<file path="src/rtl/pong_pkg.sv">
// Shared definitions for the pong game engine: FSM state encoding and
// ball direction constants.
package pong_pkg;

    typedef enum logic [2:0] {
        S_IDLE  = 3'd0,
        S_SERVE = 3'd1,
        S_PLAY  = 3'd2,
        S_POINT = 3'd3,
        S_OVER  = 3'd4
    } state_t;

    localparam logic DIR_POS = 1'b0;
    localparam logic DIR_NEG = 1'b1;

endpackage

</file>
<file path="src/rtl/pong_paddle.sv">
// Clamped up/down paddle register. o_moving reports, before the clock edge,
// whether the enabled update will change the paddle row.
module pong_paddle #(
    parameter int Y_W      = 7,
    parameter int SCR_H    = 120,
    parameter int PAD_H    = 12,
    parameter int PAD_STEP = 1
) (
    input  logic           clk,
    input  logic           resetn,
    input  logic           i_en,
    input  logic           i_up,
    input  logic           i_down,
    output logic [Y_W-1:0] o_y,
    output logic           o_moving
);

    localparam logic [Y_W:0]   Y_MAX  = (Y_W+1)'(SCR_H - PAD_H);
    localparam logic [Y_W-1:0] Y_INIT = Y_W'((SCR_H - PAD_H) / 2);
    localparam logic [Y_W-1:0] STEP   = Y_W'(PAD_STEP);

    logic [Y_W-1:0] r_y;
    logic [Y_W-1:0] w_y_nxt;
    logic [Y_W:0]   w_sum;

    assign w_sum = {1'b0, r_y} + {1'b0, STEP};

    always_comb begin
        // NOTE: default assignment first so every path drives w_y_nxt and no latch is inferred.
        w_y_nxt = r_y;
        if (i_up && !i_down) begin
            w_y_nxt = (r_y < STEP) ? '0 : r_y - STEP;
        end else if (i_down && !i_up) begin
            w_y_nxt = (w_sum > Y_MAX) ? Y_MAX[Y_W-1:0] : w_sum[Y_W-1:0];
        end
    end

    // NOTE: non-blocking assignments for registered state so all flops update together.
    always_ff @(posedge clk or negedge resetn) begin
        if (!resetn) begin
            r_y <= Y_INIT;
        end else if (i_en) begin
            r_y <= w_y_nxt;
        end
    end

    assign o_y      = r_y;
    assign o_moving = i_en && (w_y_nxt != r_y);

endmodule

</file>
<file path="src/rtl/pong_core.sv">
// Pong game engine: ball, paddles, scores, serve timing and game over.
// Define PONG_SPEEDUP_EN to shorten the ball divisor after every 4 paddle hits.
module pong_core
    import pong_pkg::*;
#(
    parameter int X_W         = 8,
    parameter int Y_W         = 7,
    parameter int SCR_W       = 160,
    parameter int SCR_H       = 120,
    parameter int PAD_H       = 12,
    parameter int PAD_STEP    = 1,
    parameter int P1_X        = 2,
    parameter int P2_X        = 157,
    parameter int SCORE_W     = 4,
    parameter int WIN_SCORE   = 9,
    parameter int SERVE_TICKS = 30,
    parameter int BALL_DIV    = 4
) (
    input  logic               clk,
    input  logic               resetn,
    input  logic               tick,
    input  logic               go,
    input  logic               p1_up,
    input  logic               p1_down,
    input  logic               p2_up,
    input  logic               p2_down,
    output logic [X_W-1:0]     ball_x,
    output logic [Y_W-1:0]     ball_y,
    output logic [Y_W-1:0]     pad1_y,
    output logic [Y_W-1:0]     pad2_y,
    output logic [SCORE_W-1:0] score1,
    output logic [SCORE_W-1:0] score2,
    output logic [2:0]         state,
    output logic               game_over,
    output logic               hit,
    output logic               upd
);

    localparam int SRV_W = $clog2(SERVE_TICKS + 1);
    localparam int DIV_W = $clog2(BALL_DIV + 1);

    localparam logic [X_W-1:0]     X_C      = X_W'(SCR_W / 2);
    localparam logic [Y_W-1:0]     Y_C      = Y_W'(SCR_H / 2);
    localparam logic [X_W-1:0]     X_MAX    = X_W'(SCR_W - 1);
    localparam logic [Y_W-1:0]     Y_MAX    = Y_W'(SCR_H - 1);
    localparam logic [X_W-1:0]     X_HIT_L  = X_W'(P1_X + 1);
    localparam logic [X_W-1:0]     X_HIT_R  = X_W'(P2_X - 1);
    localparam logic [Y_W:0]       PAD_SPAN = (Y_W+1)'(PAD_H - 1);
    localparam logic [SRV_W-1:0]   SRV_LAST = SRV_W'(SERVE_TICKS - 1);
    localparam logic [DIV_W-1:0]   DIV_INIT = DIV_W'(BALL_DIV);
    localparam logic [SCORE_W-1:0] WIN      = SCORE_W'(WIN_SCORE);

    state_t             r_state;
    logic [X_W-1:0]     r_bx;
    logic [Y_W-1:0]     r_by;
    logic               r_dx, r_dy, r_serve_dy;
    logic [SCORE_W-1:0] r_s1, r_s2;
    logic               r_p1_scored;
    logic [SRV_W-1:0]   r_srv_cnt;
    logic [DIV_W-1:0]   r_div_cnt;
    logic               r_over, r_hit, r_upd;

    logic               w_pad_en, w_pad1_mov, w_pad2_mov;
    logic [Y_W-1:0]     w_pad1, w_pad2;
    logic [DIV_W-1:0]   w_div;
    logic               w_step, w_row1, w_row2;
    logic               w_dx_nxt, w_dy_nxt, w_hit_nxt, w_miss, w_p1_scores;
    logic [X_W-1:0]     w_bx_nxt;
    logic [Y_W-1:0]     w_by_nxt;
    logic [SCORE_W-1:0] w_s1_inc, w_s2_inc;

    assign w_pad_en = tick && (r_state == S_SERVE || r_state == S_PLAY);

    pong_paddle #(.Y_W(Y_W), .SCR_H(SCR_H), .PAD_H(PAD_H), .PAD_STEP(PAD_STEP)) u_pad1 (
        .clk(clk), .resetn(resetn), .i_en(w_pad_en), .i_up(p1_up), .i_down(p1_down),
        .o_y(w_pad1), .o_moving(w_pad1_mov)
    );

    pong_paddle #(.Y_W(Y_W), .SCR_H(SCR_H), .PAD_H(PAD_H), .PAD_STEP(PAD_STEP)) u_pad2 (
        .clk(clk), .resetn(resetn), .i_en(w_pad_en), .i_up(p2_up), .i_down(p2_down),
        .o_y(w_pad2), .o_moving(w_pad2_mov)
    );

    // Row tests read the paddle registers, i.e. positions before this tick's move.
    assign w_row1 = ({1'b0, r_by} >= {1'b0, w_pad1}) && ({1'b0, r_by} <= {1'b0, w_pad1} + PAD_SPAN);
    assign w_row2 = ({1'b0, r_by} >= {1'b0, w_pad2}) && ({1'b0, r_by} <= {1'b0, w_pad2} + PAD_SPAN);
    assign w_step = tick && (r_state == S_PLAY) && (r_div_cnt >= w_div - 1'b1);

    always_comb begin
        w_dx_nxt    = r_dx;
        w_dy_nxt    = r_dy;
        w_hit_nxt   = 1'b0;
        w_miss      = 1'b0;
        w_p1_scores = 1'b0;
        if (r_dy == DIR_NEG && r_by == '0) begin
            w_dy_nxt = DIR_POS;
        end else if (r_dy == DIR_POS && r_by == Y_MAX) begin
            w_dy_nxt = DIR_NEG;
        end
        if (r_dx == DIR_NEG) begin
            if (r_bx == '0) begin
                w_miss = 1'b1;
            end else if (r_bx == X_HIT_L && w_row1) begin
                w_dx_nxt  = DIR_POS;
                w_hit_nxt = 1'b1;
            end
        end else begin
            if (r_bx == X_MAX) begin
                w_miss      = 1'b1;
                w_p1_scores = 1'b1;
            end else if (r_bx == X_HIT_R && w_row2) begin
                w_dx_nxt  = DIR_NEG;
                w_hit_nxt = 1'b1;
            end
        end
        w_bx_nxt = (w_dx_nxt == DIR_POS) ? r_bx + 1'b1 : r_bx - 1'b1;
        w_by_nxt = (w_dy_nxt == DIR_POS) ? r_by + 1'b1 : r_by - 1'b1;
    end

`ifdef PONG_SPEEDUP_EN
    logic [1:0]       r_hits;
    logic [DIV_W-1:0] r_div;
    logic             w_serve_entry;

    assign w_serve_entry = (r_state == S_IDLE && go) || (r_state == S_POINT);

    always_ff @(posedge clk or negedge resetn) begin
        if (!resetn) begin
            r_hits <= '0;
            r_div  <= DIV_INIT;
        end else if (w_serve_entry) begin
            r_hits <= '0;
            r_div  <= DIV_INIT;
        end else if (w_step && w_hit_nxt) begin
            r_hits <= r_hits + 1'b1;
            if (r_hits == 2'd3 && r_div > DIV_W'(1)) r_div <= r_div - 1'b1;
        end
    end

    assign w_div = r_div;
`else
    assign w_div = DIV_INIT;
`endif

    assign w_s1_inc = r_s1 + 1'b1;
    assign w_s2_inc = r_s2 + 1'b1;

    always_ff @(posedge clk or negedge resetn) begin
        if (!resetn) begin
            r_state     <= S_IDLE;
            r_bx        <= X_C;
            r_by        <= Y_C;
            r_dx        <= DIR_POS;
            r_dy        <= DIR_POS;
            r_serve_dy  <= DIR_POS;
            r_s1        <= '0;
            r_s2        <= '0;
            r_p1_scored <= 1'b0;
            r_srv_cnt   <= '0;
            r_div_cnt   <= '0;
            r_over      <= 1'b0;
            r_hit       <= 1'b0;
            r_upd       <= 1'b0;
        end else begin
            r_hit <= 1'b0;
            r_upd <= w_pad1_mov | w_pad2_mov;
            case (r_state)
                S_IDLE: begin
                    if (go) begin
                        r_state   <= S_SERVE;
                        r_s1      <= '0;
                        r_s2      <= '0;
                        r_srv_cnt <= '0;
                    end
                end
                S_SERVE: begin
                    if (tick) begin
                        if (r_srv_cnt == SRV_LAST) begin
                            r_state   <= S_PLAY;
                            r_div_cnt <= '0;
                        end else begin
                            r_srv_cnt <= r_srv_cnt + 1'b1;
                        end
                    end
                end
                S_PLAY: begin
                    if (tick) begin
                        r_div_cnt <= w_step ? '0 : r_div_cnt + 1'b1;
                        if (w_step && w_miss) begin
                            r_state     <= S_POINT;
                            r_p1_scored <= w_p1_scores;
                        end else if (w_step) begin
                            r_bx  <= w_bx_nxt;
                            r_by  <= w_by_nxt;
                            r_dx  <= w_dx_nxt;
                            r_dy  <= w_dy_nxt;
                            r_hit <= w_hit_nxt;
                            r_upd <= 1'b1;
                        end
                    end
                end
                S_POINT: begin
                    // The ball re-serves toward the player who conceded.
                    r_bx       <= X_C;
                    r_by       <= Y_C;
                    r_dx       <= r_p1_scored ? DIR_POS : DIR_NEG;
                    r_dy       <= ~r_serve_dy;
                    r_serve_dy <= ~r_serve_dy;
                    r_srv_cnt  <= '0;
                    r_upd      <= 1'b1;
                    if (r_p1_scored) r_s1 <= w_s1_inc;
                    else             r_s2 <= w_s2_inc;
                    if ((r_p1_scored ? w_s1_inc : w_s2_inc) == WIN) begin
                        r_state <= S_OVER;
                        r_over  <= 1'b1;
                    end else begin
                        r_state <= S_SERVE;
                    end
                end
                S_OVER: begin
                    if (go) begin
                        r_state <= S_IDLE;
                        r_s1    <= '0;
                        r_s2    <= '0;
                        r_over  <= 1'b0;
                    end
                end
                default: r_state <= S_IDLE;
            endcase
        end
    end

    assign ball_x    = r_bx;
    assign ball_y    = r_by;
    assign pad1_y    = w_pad1;
    assign pad2_y    = w_pad2;
    assign score1    = r_s1;
    assign score2    = r_s2;
    assign state     = r_state;
    assign game_over = r_over;
    assign hit       = r_hit;
    assign upd       = r_upd;

endmodule

</file>
<file path="config.mk">
export PLATFORM = sky130hd
export DESIGN_NAME = pong_core
export DESIGN_NICKNAME = d
export VERILOG_FILES = /design/src/rtl/pong_pkg.sv /design/src/rtl/pong_paddle.sv /design/src/rtl/pong_core.sv
export SDC_FILE = /design/constraint.sdc
export NUM_CORES = 1
export LEC_CHECK = 0
export BUFFER_PORTS_ARGS = -buffer_cell sky130_fd_sc_hd__buf_2
export CORE_ASPECT_RATIO = 1.5
export CORE_MARGIN = 2
export CORE_UTILIZATION = 42
export DETAILED_ROUTE_END_ITERATION = 16
export HOLD_SLACK_MARGIN = 0.15
export PLACE_DENSITY = 0.67
export SLEW_MARGIN = 30
export SYNTH_ARGS = -nofsm -noshare
export SYNTH_HDL_FRONTEND = slang
export SYNTH_HIERARCHICAL = 1
export SYNTH_SLANG_ARGS = --single-unit
export TNS_END_PERCENT = 1
</file>
<file path="constraint.sdc">
create_clock -name clk -period 4.95 [get_ports clk]
set_input_delay 0.495 -clock clk [delete_from_list [all_inputs] [get_ports clk]]
set_output_delay 0.495 -clock clk [all_outputs]
set_load 0.02 [all_outputs]
</file>
==> results of run 1 <==
cell usage in the layout, fill, tap and decap left out, drive strengths merged, types with 12 or more instances in the layout:
| master | synthesis | layout |
|---|---|---|
| buf | 16 | 68 |
| xnor2 | 19 | 19 |
| nand2 | 57 | 57 |
| dfrtp | 41 | 41 |
| nor2 | 38 | 38 |
| dfstp | 14 | 14 |
| a21oi | 45 | 45 |
| ha | 51 | 51 |
| o21ai | 53 | 53 |
| inv | 39 | 40 |
| nand3 | 31 | 31 |
| nor3 | 12 | 12 |
layout make-up:
class / instances / area (um^2)
Clock inverter: 3 / 28.8
Tap cell: 153 / 191
Timing Repair Buffer: 69 / 395
Inverter: 40 / 150
Sequential cell: 55 / 1390
Multi-Input combinational cell: 501 / 3550
Clock buffer: 5 / 125
Fill cell: 1185 / 6240
per-stage QoR:
step / worst slack [ns] / power [W]
3_3_place_gp: 0.0822 / 0.00334
4_1_cts: 0.0596 / 0.00383
2_1_floorplan: 0.391 / 0.00279
5_1_grt: -0.00117 / 0.00426
6_report: 0.286 / 0.00388
3_5_place_dp: -0.109 / 0.00344
cell families (layout without fill, tap and decap cells):
logic type / count (synthesis) / in the layout / synth area share (%)
flops: 55 / 55 / 26.7
buf+inv: 70 / 117 / 6.12
mux: 4 / 4 / 0.839
fa+ha+maj: 53 / 53 / 13.0
compound gates: 191 / 191 / 24.5
simple gates: 226 / 226 / 24.3
xor+xnor: 27 / 27 / 4.53
where the power goes:
part | switching [W] | internal [W]
combinational | 0.00152 | 0.00108
sequential | 0.000243 | 0.000658
clock | 0.000184 | 0.000194
state kept, by name, indices dropped and copies added (netlist names), 3 cells and up:
| name | cells |
|---|---|
| ball_x | 8 |
| u_pad2/o_y | 7 |
| r_div_cnt | 3 |
| state | 3 |
| score2 | 4 |
| score1 | 4 |
| ball_y | 7 |
| r_srv_cnt | 5 |
| u_pad1/o_y | 7 |
path summary, 6_finish.rpt:
| kind | to | slack, ns | from |
|---|---|---|---|
| min | r_serve_dy$_DFFE_PN0P_ | 0.48 | r_serve_dy$_DFFE_PN0P_ |
| max in group asynchronous | u_pad1/o_y[4]$_DFFE_PN1P_ | 3.46 | resetn |
| min reg2reg | r_serve_dy$_DFFE_PN0P_ | 0.48 | r_serve_dy$_DFFE_PN0P_ |
| min in group asynchronous | r_srv_cnt[4]$_DFFE_PN0P_ | 0.62 | resetn |
| max | ball_x[7]$_DFFE_PN0P_ | 0.29 | u_pad1/o_y[1]$_DFFE_PN1P_ |
| max reg2reg | ball_x[7]$_DFFE_PN0P_ | 0.29 | u_pad1/o_y[1]$_DFFE_PN1P_ |
layer usage:
metal  up-vias  track usage (%)  part of all wire, %
met4         0             6.86                  2.1
li1       2395                -                    -
met3        24             2.21                  4.3
met2       128             38.7                   54
met5         -                0                    0
met1      2372             23.1                   40
worst max-delay path, delay by kind of cell (launching register included):
kind                       cells  cell delay (ns)
buffers and inverters          2             0.18
AOI/OAI and AO/OA              9             1.73
DFF                            1             0.53
xor gates and xnor gates       1             0.17
and+or+nand+nor                5             1.07
adders and majority gates      3             0.81
repair_timing:
| action | in CTS | in global routing |
|---|---|---|
| buffers inserted | 0 | 3 |
| pin swaps | 0 | 2 |
| hold buffers | 1 | 0 |
| resized for setup | 2 | 6 |
| setup endpoints to repair | 1 | 1 |
| hold endpoints to repair | 12 | 0 |
==> metrics.log, run 1 <==
[metrics] Peak Freq: 214 MHz
[metrics] critical path class: flop to flop
[metrics] initial cell density of the core: 43.2%
[metrics] critical path endpoint category: flop
[metrics] slowest CP cell: sky130_fd_sc_hd__dfstp_2
[metrics] number of global-route vias before repair: around 4,700
[metrics] ratio of cells with drive above 1 in the final layout: 18.7%
[metrics] Final ANT Viol Nets: 0
[metrics] Placed Cells incl. Taps: between 800 and 900
[metrics] flip-flop and latch count after synthesis: 55
[metrics] clock edge transition at the registers on the reported setup and hold paths: 0.08 ns
[metrics] Syn Inst Count: 626
[metrics] diodes inserted: 0
[metrics] worst-case reg-to-reg path depth: 20
[metrics] portion of synthesized cell area occupied by the leading cell type: 19.7%
[metrics] setup_tns: 0 ns
[metrics] average size of a mapped cell: 8.33 um^2
[metrics] CP Cell Sequence: inv_1 -> ha_1 -> o21a_1 -> or3_1 -> xnor2_1 -> ha_1 -> and4_1 -> a21boi_0 -> o311ai_2 -> nand4_1 -> o21ai_2 -> inv_2 -> ha_1 -> nand3_1 -> o2111ai_1 -> o211ai_1 -> and4_1 -> a32o_1 -> a2111oi_2 -> a41oi_1
[metrics] Final Skew: 0.00448 ns
[metrics] power density over cell area: 666 nW/um^2
[metrics] library cell with the highest instance count after synthesis: sky130_fd_sc_hd__nand2_1
[metrics] Final Net Count: 733
[metrics] area post-placement: 5610 um^2
[metrics] Congestion Overflow GR: 0
[metrics] maximum number of pins on one net before global-route repair: 42
[metrics] number of iterations in the first detailed-routing pass: 4
[metrics] initial antenna violation count: 0
[metrics] Synth area leader: sky130_fd_sc_hd__dfrtp_1
[metrics] Port Buf Inserts: 50
[metrics] CTS root buffer: sky130_fd_sc_hd__clkbuf_16
[metrics] number of vias after detailed routing: 4,919
[metrics] Data arrival, critical path: around 4.8 ns
[metrics] number of enable flip-flop cells after synthesis: 0
[metrics] drt first-iter violations: 212
[metrics] Tightest Hold Check Type: flop to flop
[metrics] number of remaining DRC errors: 0
[metrics] gr usage total: 20.4%
[metrics] top post-synthesis cells by count: sky130_fd_sc_hd__nand2_1, sky130_fd_sc_hd__ha_1, sky130_fd_sc_hd__o21ai_0
[metrics] most frequent cell on the critical path: sky130_fd_sc_hd__ha_1
[metrics] flip-flop cell with the highest count after synthesis: sky130_fd_sc_hd__dfrtp_1
[metrics] number of top-level pins: 51
[metrics] fraction of the cycle the final worst path needs: 94.2%
[metrics] proportion of register bits with asynchronous set or reset after synthesis: 100%
[metrics] final hold violations: 0
[metrics] Static Leakage: about 2.5 nW
[metrics] final number of setup-violating endpoints: 0
[metrics] Max Transition Viols Final: 0
[metrics] startpoint type of the worst setup path: flop
[metrics] maximum fanout along the worst path: 6
[metrics] first-pass GRT wire length: 22.3 mm
[metrics] clock tree from TritonCTS: yes
[metrics] Peak VDD IR: 0.224 mV
[metrics] CTS H-tree lvls: 2
[metrics] Final Critical Period: 4.66 ns
[metrics] x dimension of the die: between 90 and 100 um
[metrics] std cell rows: 49
[metrics] Die Y-Extent: roughly 140 um
[metrics] count of yosys warnings during synthesis: 6
[metrics] Layout area overhead: 11.8%
[metrics] share of the yosys chip area belonging to registers: 26.7%
[metrics] number of violations of the max-capacitance limit: 0
[metrics] CTS Buf Count: 5
[metrics] final core area utilization: 48.3%
[metrics] hold path cells: 1
[metrics] total non-filler cell area in the finished layout: 5830 um^2
[metrics] clk_lat worst skew: 0.30 ns
[metrics] post-route worst hold slack: 0.477 ns
[metrics] Post-Syn Area: 5220 um^2
[metrics] routed wire length: 13.7 mm
[metrics] area of the placeable core: 12,100 um^2
[metrics] CTS Sinks: 55
[metrics] total half-perimeter wirelength after legalization and detailed placement: around 10 mm
[metrics] run status: finished clean
[metrics] last weighted congestion value of the routability-driven placer: 0.931
[metrics] post-synthesis cell type count: between 80 and 90
[metrics] dominant cells by area after synthesis: sky130_fd_sc_hd__dfrtp_1, sky130_fd_sc_hd__ha_1, sky130_fd_sc_hd__dfstp_2, sky130_fd_sc_hd__o21ai_0, sky130_fd_sc_hd__a21oi_1
[metrics] Worst-Margin Slew: 0.919 ns
[metrics] WP data required: 5.09 ns
[metrics] Die Footprint: 13,300 um^2
[metrics] routed length per placed instance: 16.6 um
[metrics] Vias/cell: slightly below 6
[metrics] worst stage delay on the critical path: 0.53 ns
[metrics] Layout Cells excl Fill: between 800 and 900
[metrics] buffer depth of the longest clock path: 2
[metrics] net count after synthesis: about 690
[metrics] worst slew slack as a fraction of its limit: 38.2%
Power figures use the tool's default switching activity.
==> inputs of run 2 (changes only) <==
--- a/config.mk
+++ b/config.mk
@@ -10,7 +10,6 @@
 export CORE_MARGIN = 2
-export CORE_UTILIZATION = 42
+export CORE_UTILIZATION = 55
 export DETAILED_ROUTE_END_ITERATION = 16
 export HOLD_SLACK_MARGIN = 0.15
-export PLACE_DENSITY = 0.67
-export SLEW_MARGIN = 30
+export PLACE_DENSITY = 0.82
 export SYNTH_ARGS = -nofsm -noshare
==> constraint.sdc (replaced) <==
create_clock -name clk -period 4.95 [get_ports clk]
set_input_delay 0.2475 -clock clk [delete_from_list [all_inputs] [get_ports clk]]
set_output_delay 0.2475 -clock clk [all_outputs]
set_load 0.02 [all_outputs]
==> metrics.log, run 2 (synthesized netlist as in run 1, its figures left out) <==
[metrics] run status: finished clean
[metrics] CTS H-tree lvls: 2
[metrics] CTS Sinks: 55
[metrics] last weighted congestion value of the routability-driven placer: ~0.95
[metrics] sequential fraction of design power: 23.4%
[metrics] most used cells in the layout excluding fill and tap cells: sky130_fd_sc_hd__nand2_1, sky130_fd_sc_hd__o21ai_0, sky130_fd_sc_hd__ha_1, sky130_fd_sc_hd__buf_2, sky130_fd_sc_hd__a21oi_1
[metrics] Peak VDD IR: between 0.3 and 0.4 mV
[metrics] Layout area overhead: 10.1%
[metrics] Peak Freq: 214 MHz
[metrics] critical path endpoint category: flop
[metrics] fraction of the cycle the final worst path needs: 94.6%
[metrics] number of violations of the max-capacitance limit: 0
[metrics] area of the placeable core: approximately 9000 um^2
[metrics] Congestion Overflow GR: 0
[metrics] Internal Dissipation: 0.00193 W
[metrics] clock edge transition at the registers on the reported setup and hold paths: 0.08 ns
[metrics] number of global-route vias before repair: 4,892
[metrics] crit-path leading delay family: compound AO/OA/AOI/OAI gates
[metrics] WP data required: 5.10 ns
[metrics] number of vias after detailed routing: 5,076
[metrics] Static Leakage: 2.48 nW
[metrics] maximum number of pins on one net before global-route repair: 56
[metrics] worst slack after detailed placement: -0.00698 ns
[metrics] x dimension of the die: 83.5 um
[metrics] Data arrival, critical path: between 4 and 5 ns
[metrics] maximum fanout along the worst path: 6
[metrics] clk_lat worst skew: 0.30 ns
[metrics] CTS root buffer: sky130_fd_sc_hd__clkbuf_16
[metrics] critical path class: flop to flop
[metrics] Worst-Margin Slew: 0.957 ns
[metrics] commonest non-fill, non-tap cell in the layout: sky130_fd_sc_hd__nand2_1
[metrics] number of remaining DRC errors: 0
[metrics] Port Buf Inserts: 50
[metrics] initial antenna violation count: 0
[metrics] clock network fraction of total power: 9.6%
[metrics] CP Cell Sequence: inv_1 -> ha_1 -> o21a_1 -> or3_1 -> xnor2_1 -> ha_1 -> nand3_1 -> o22ai_1 -> a31oi_1 -> a21oi_1 -> and2_1 -> o21ai_2 -> inv_2 -> ha_1 -> nand3_1 -> o2111ai_1 -> o211ai_1 -> and4_1 -> a32o_1 -> a2111oi_2 -> a41oi_1
[metrics] number of iterations in the first detailed-routing pass: 5
[metrics] worst stage delay on the critical path: 0.56 ns
[metrics] Layout Cells excl Fill: 782
[metrics] final hold violations: 0
[metrics] Final Critical Period: 4.68 ns
[metrics] Vias/cell: ~6.5
[metrics] CTS Buf Count: 5
[metrics] Final Skew: 0.00652 ns
[metrics] power density over cell area: 678 nW/um^2
[metrics] Final Net Count: 730
[metrics] total half-perimeter wirelength after legalization and detailed placement: 9.98 mm
[metrics] Max Transition Viols Final: 0
[metrics] Die Footprint: 10,300 um^2
[metrics] routed length per placed instance: 17.3 um
[metrics] Placed Cells incl. Taps: 772
[metrics] logic gate share of total power: about two thirds
[metrics] first-pass GRT wire length: around 22 mm
[metrics] buffer depth of the longest clock path: 2
[metrics] clock tree from TritonCTS: yes
[metrics] Final ANT Viol Nets: 0
[metrics] worst slew slack as a fraction of its limit: 35.7%
[metrics] slowest CP cell: sky130_fd_sc_hd__dfstp_2
[metrics] diodes inserted: 0
[metrics] number of top-level pins: 51
[metrics] fin worst setup slack: between 0.2 and 0.3 ns
[metrics] Tightest Hold Check Type: primary input to flop
[metrics] most frequent cell on the critical path: sky130_fd_sc_hd__ha_1
[metrics] number of buffer and inverter stages on the critical path: 2
[metrics] max reg flops: 8
[metrics] gr usage total: 26.1%
[metrics] ratio of cells with drive above 1 in the final layout: a little under a fifth
[metrics] drt first-iter violations: around 360
[metrics] final number of setup-violating endpoints: 0
[metrics] Die Y-Extent: around 120 um
[metrics] setup repair after global routing missed its margin: no
[metrics] switching power: between 0.0015 and 0.002 W
[metrics] initial cell density of the core: 56.4%
[metrics] switch share: 50.5%
[metrics] std cell rows: 43
[metrics] startpoint type of the worst setup path: flop
[metrics] routed wire length: 13.5 mm
## run 2: worst paths after layout
check / cells past startpoint / end / startpoint / slack, ns
worst min register to register: 1 / r_serve_dy$_DFFE_PN0P_ / r_serve_dy$_DFFE_PN0P_ / 0.49
max in group asynchronous: 3 / u_pad2/o_y[0]$_DFFE_PN0P_ / resetn / 3.87
worst max-delay path: 21 / ball_x[7]$_DFFE_PN0P_ / u_pad2/o_y[1]$_DFFE_PN1P_ / 0.27
min in group asynchronous: 3 / r_srv_cnt[2]$_DFFE_PN0P_ / resetn / 0.60
worst min-delay path: 3 / state[1]$_DFFE_PN0P_ / tick / 0.29
worst max register to register: 21 / ball_x[7]$_DFFE_PN0P_ / u_pad2/o_y[1]$_DFFE_PN1P_ / 0.27
## run 2: layout make-up
cell class	count	area, um^2
Timing Repair Buffer	66	373
Sequential cell	55	1390
Fill cell	776	3510
Inverter	40	150
Multi-Input combinational cell	501	3530
Clock buffer	5	125
Clock inverter	3	28.8
Tap cell	112	140
## run 2: power groups by stage
stage | logic (W) | registers (W) | clock network [W]
floorplan | 0.00175 | 0.00104 | 0
global placement | 0.00238 | 0.000907 | 0
detailed placement | 0.00251 | 0.000924 | 0
CTS | 0.00253 | 0.000915 | 0.000377
global route | 0.00288 | 0.000948 | 0.000389
finish | 0.00261 | 0.000912 | 0.000373
## run 2: repair_timing
action	CTS	global route
pin swaps	0	2
cloned	0	0
resized for setup	2	4
buffers inserted	0	1
setup endpoints to repair	1	1
endpoints found under the hold margin	41	0
hold buffers	1	0
## run 2: through the flow
stage          instance area (um^2)  hold slack [ns]  util, %  TNS [ns]  total power (W)
2_1_floorplan                  5220          -0.0481        -         0          0.00279
3_3_place_gp                   5550            0.416     60.0         0          0.00328
3_5_place_dp                   5550            0.420     60.0  -0.00698          0.00343
4_1_cts                        5710            0.277     61.7         0          0.00382
5_1_grt                        5740            0.313     62.1         0          0.00421
6_report                       5740            0.288     62.1         0          0.00389
## run 2: layer usage
layer	up-vias	global-route usage [%]	part of all wire [%]
met5	-	0	0
met4	0	12.7	3.6
met3	47	2.54	5.1
met2	214	50.4	53
met1	2421	28.4	39
li1	2394	-	-
## run 2: tightest hold or removal path: stages
cell and delay (ns):
sky130_fd_sc_hd__buf_2 0.14, sky130_fd_sc_hd__nand4_1 0.09, sky130_fd_sc_hd__a21oi_1 0.07
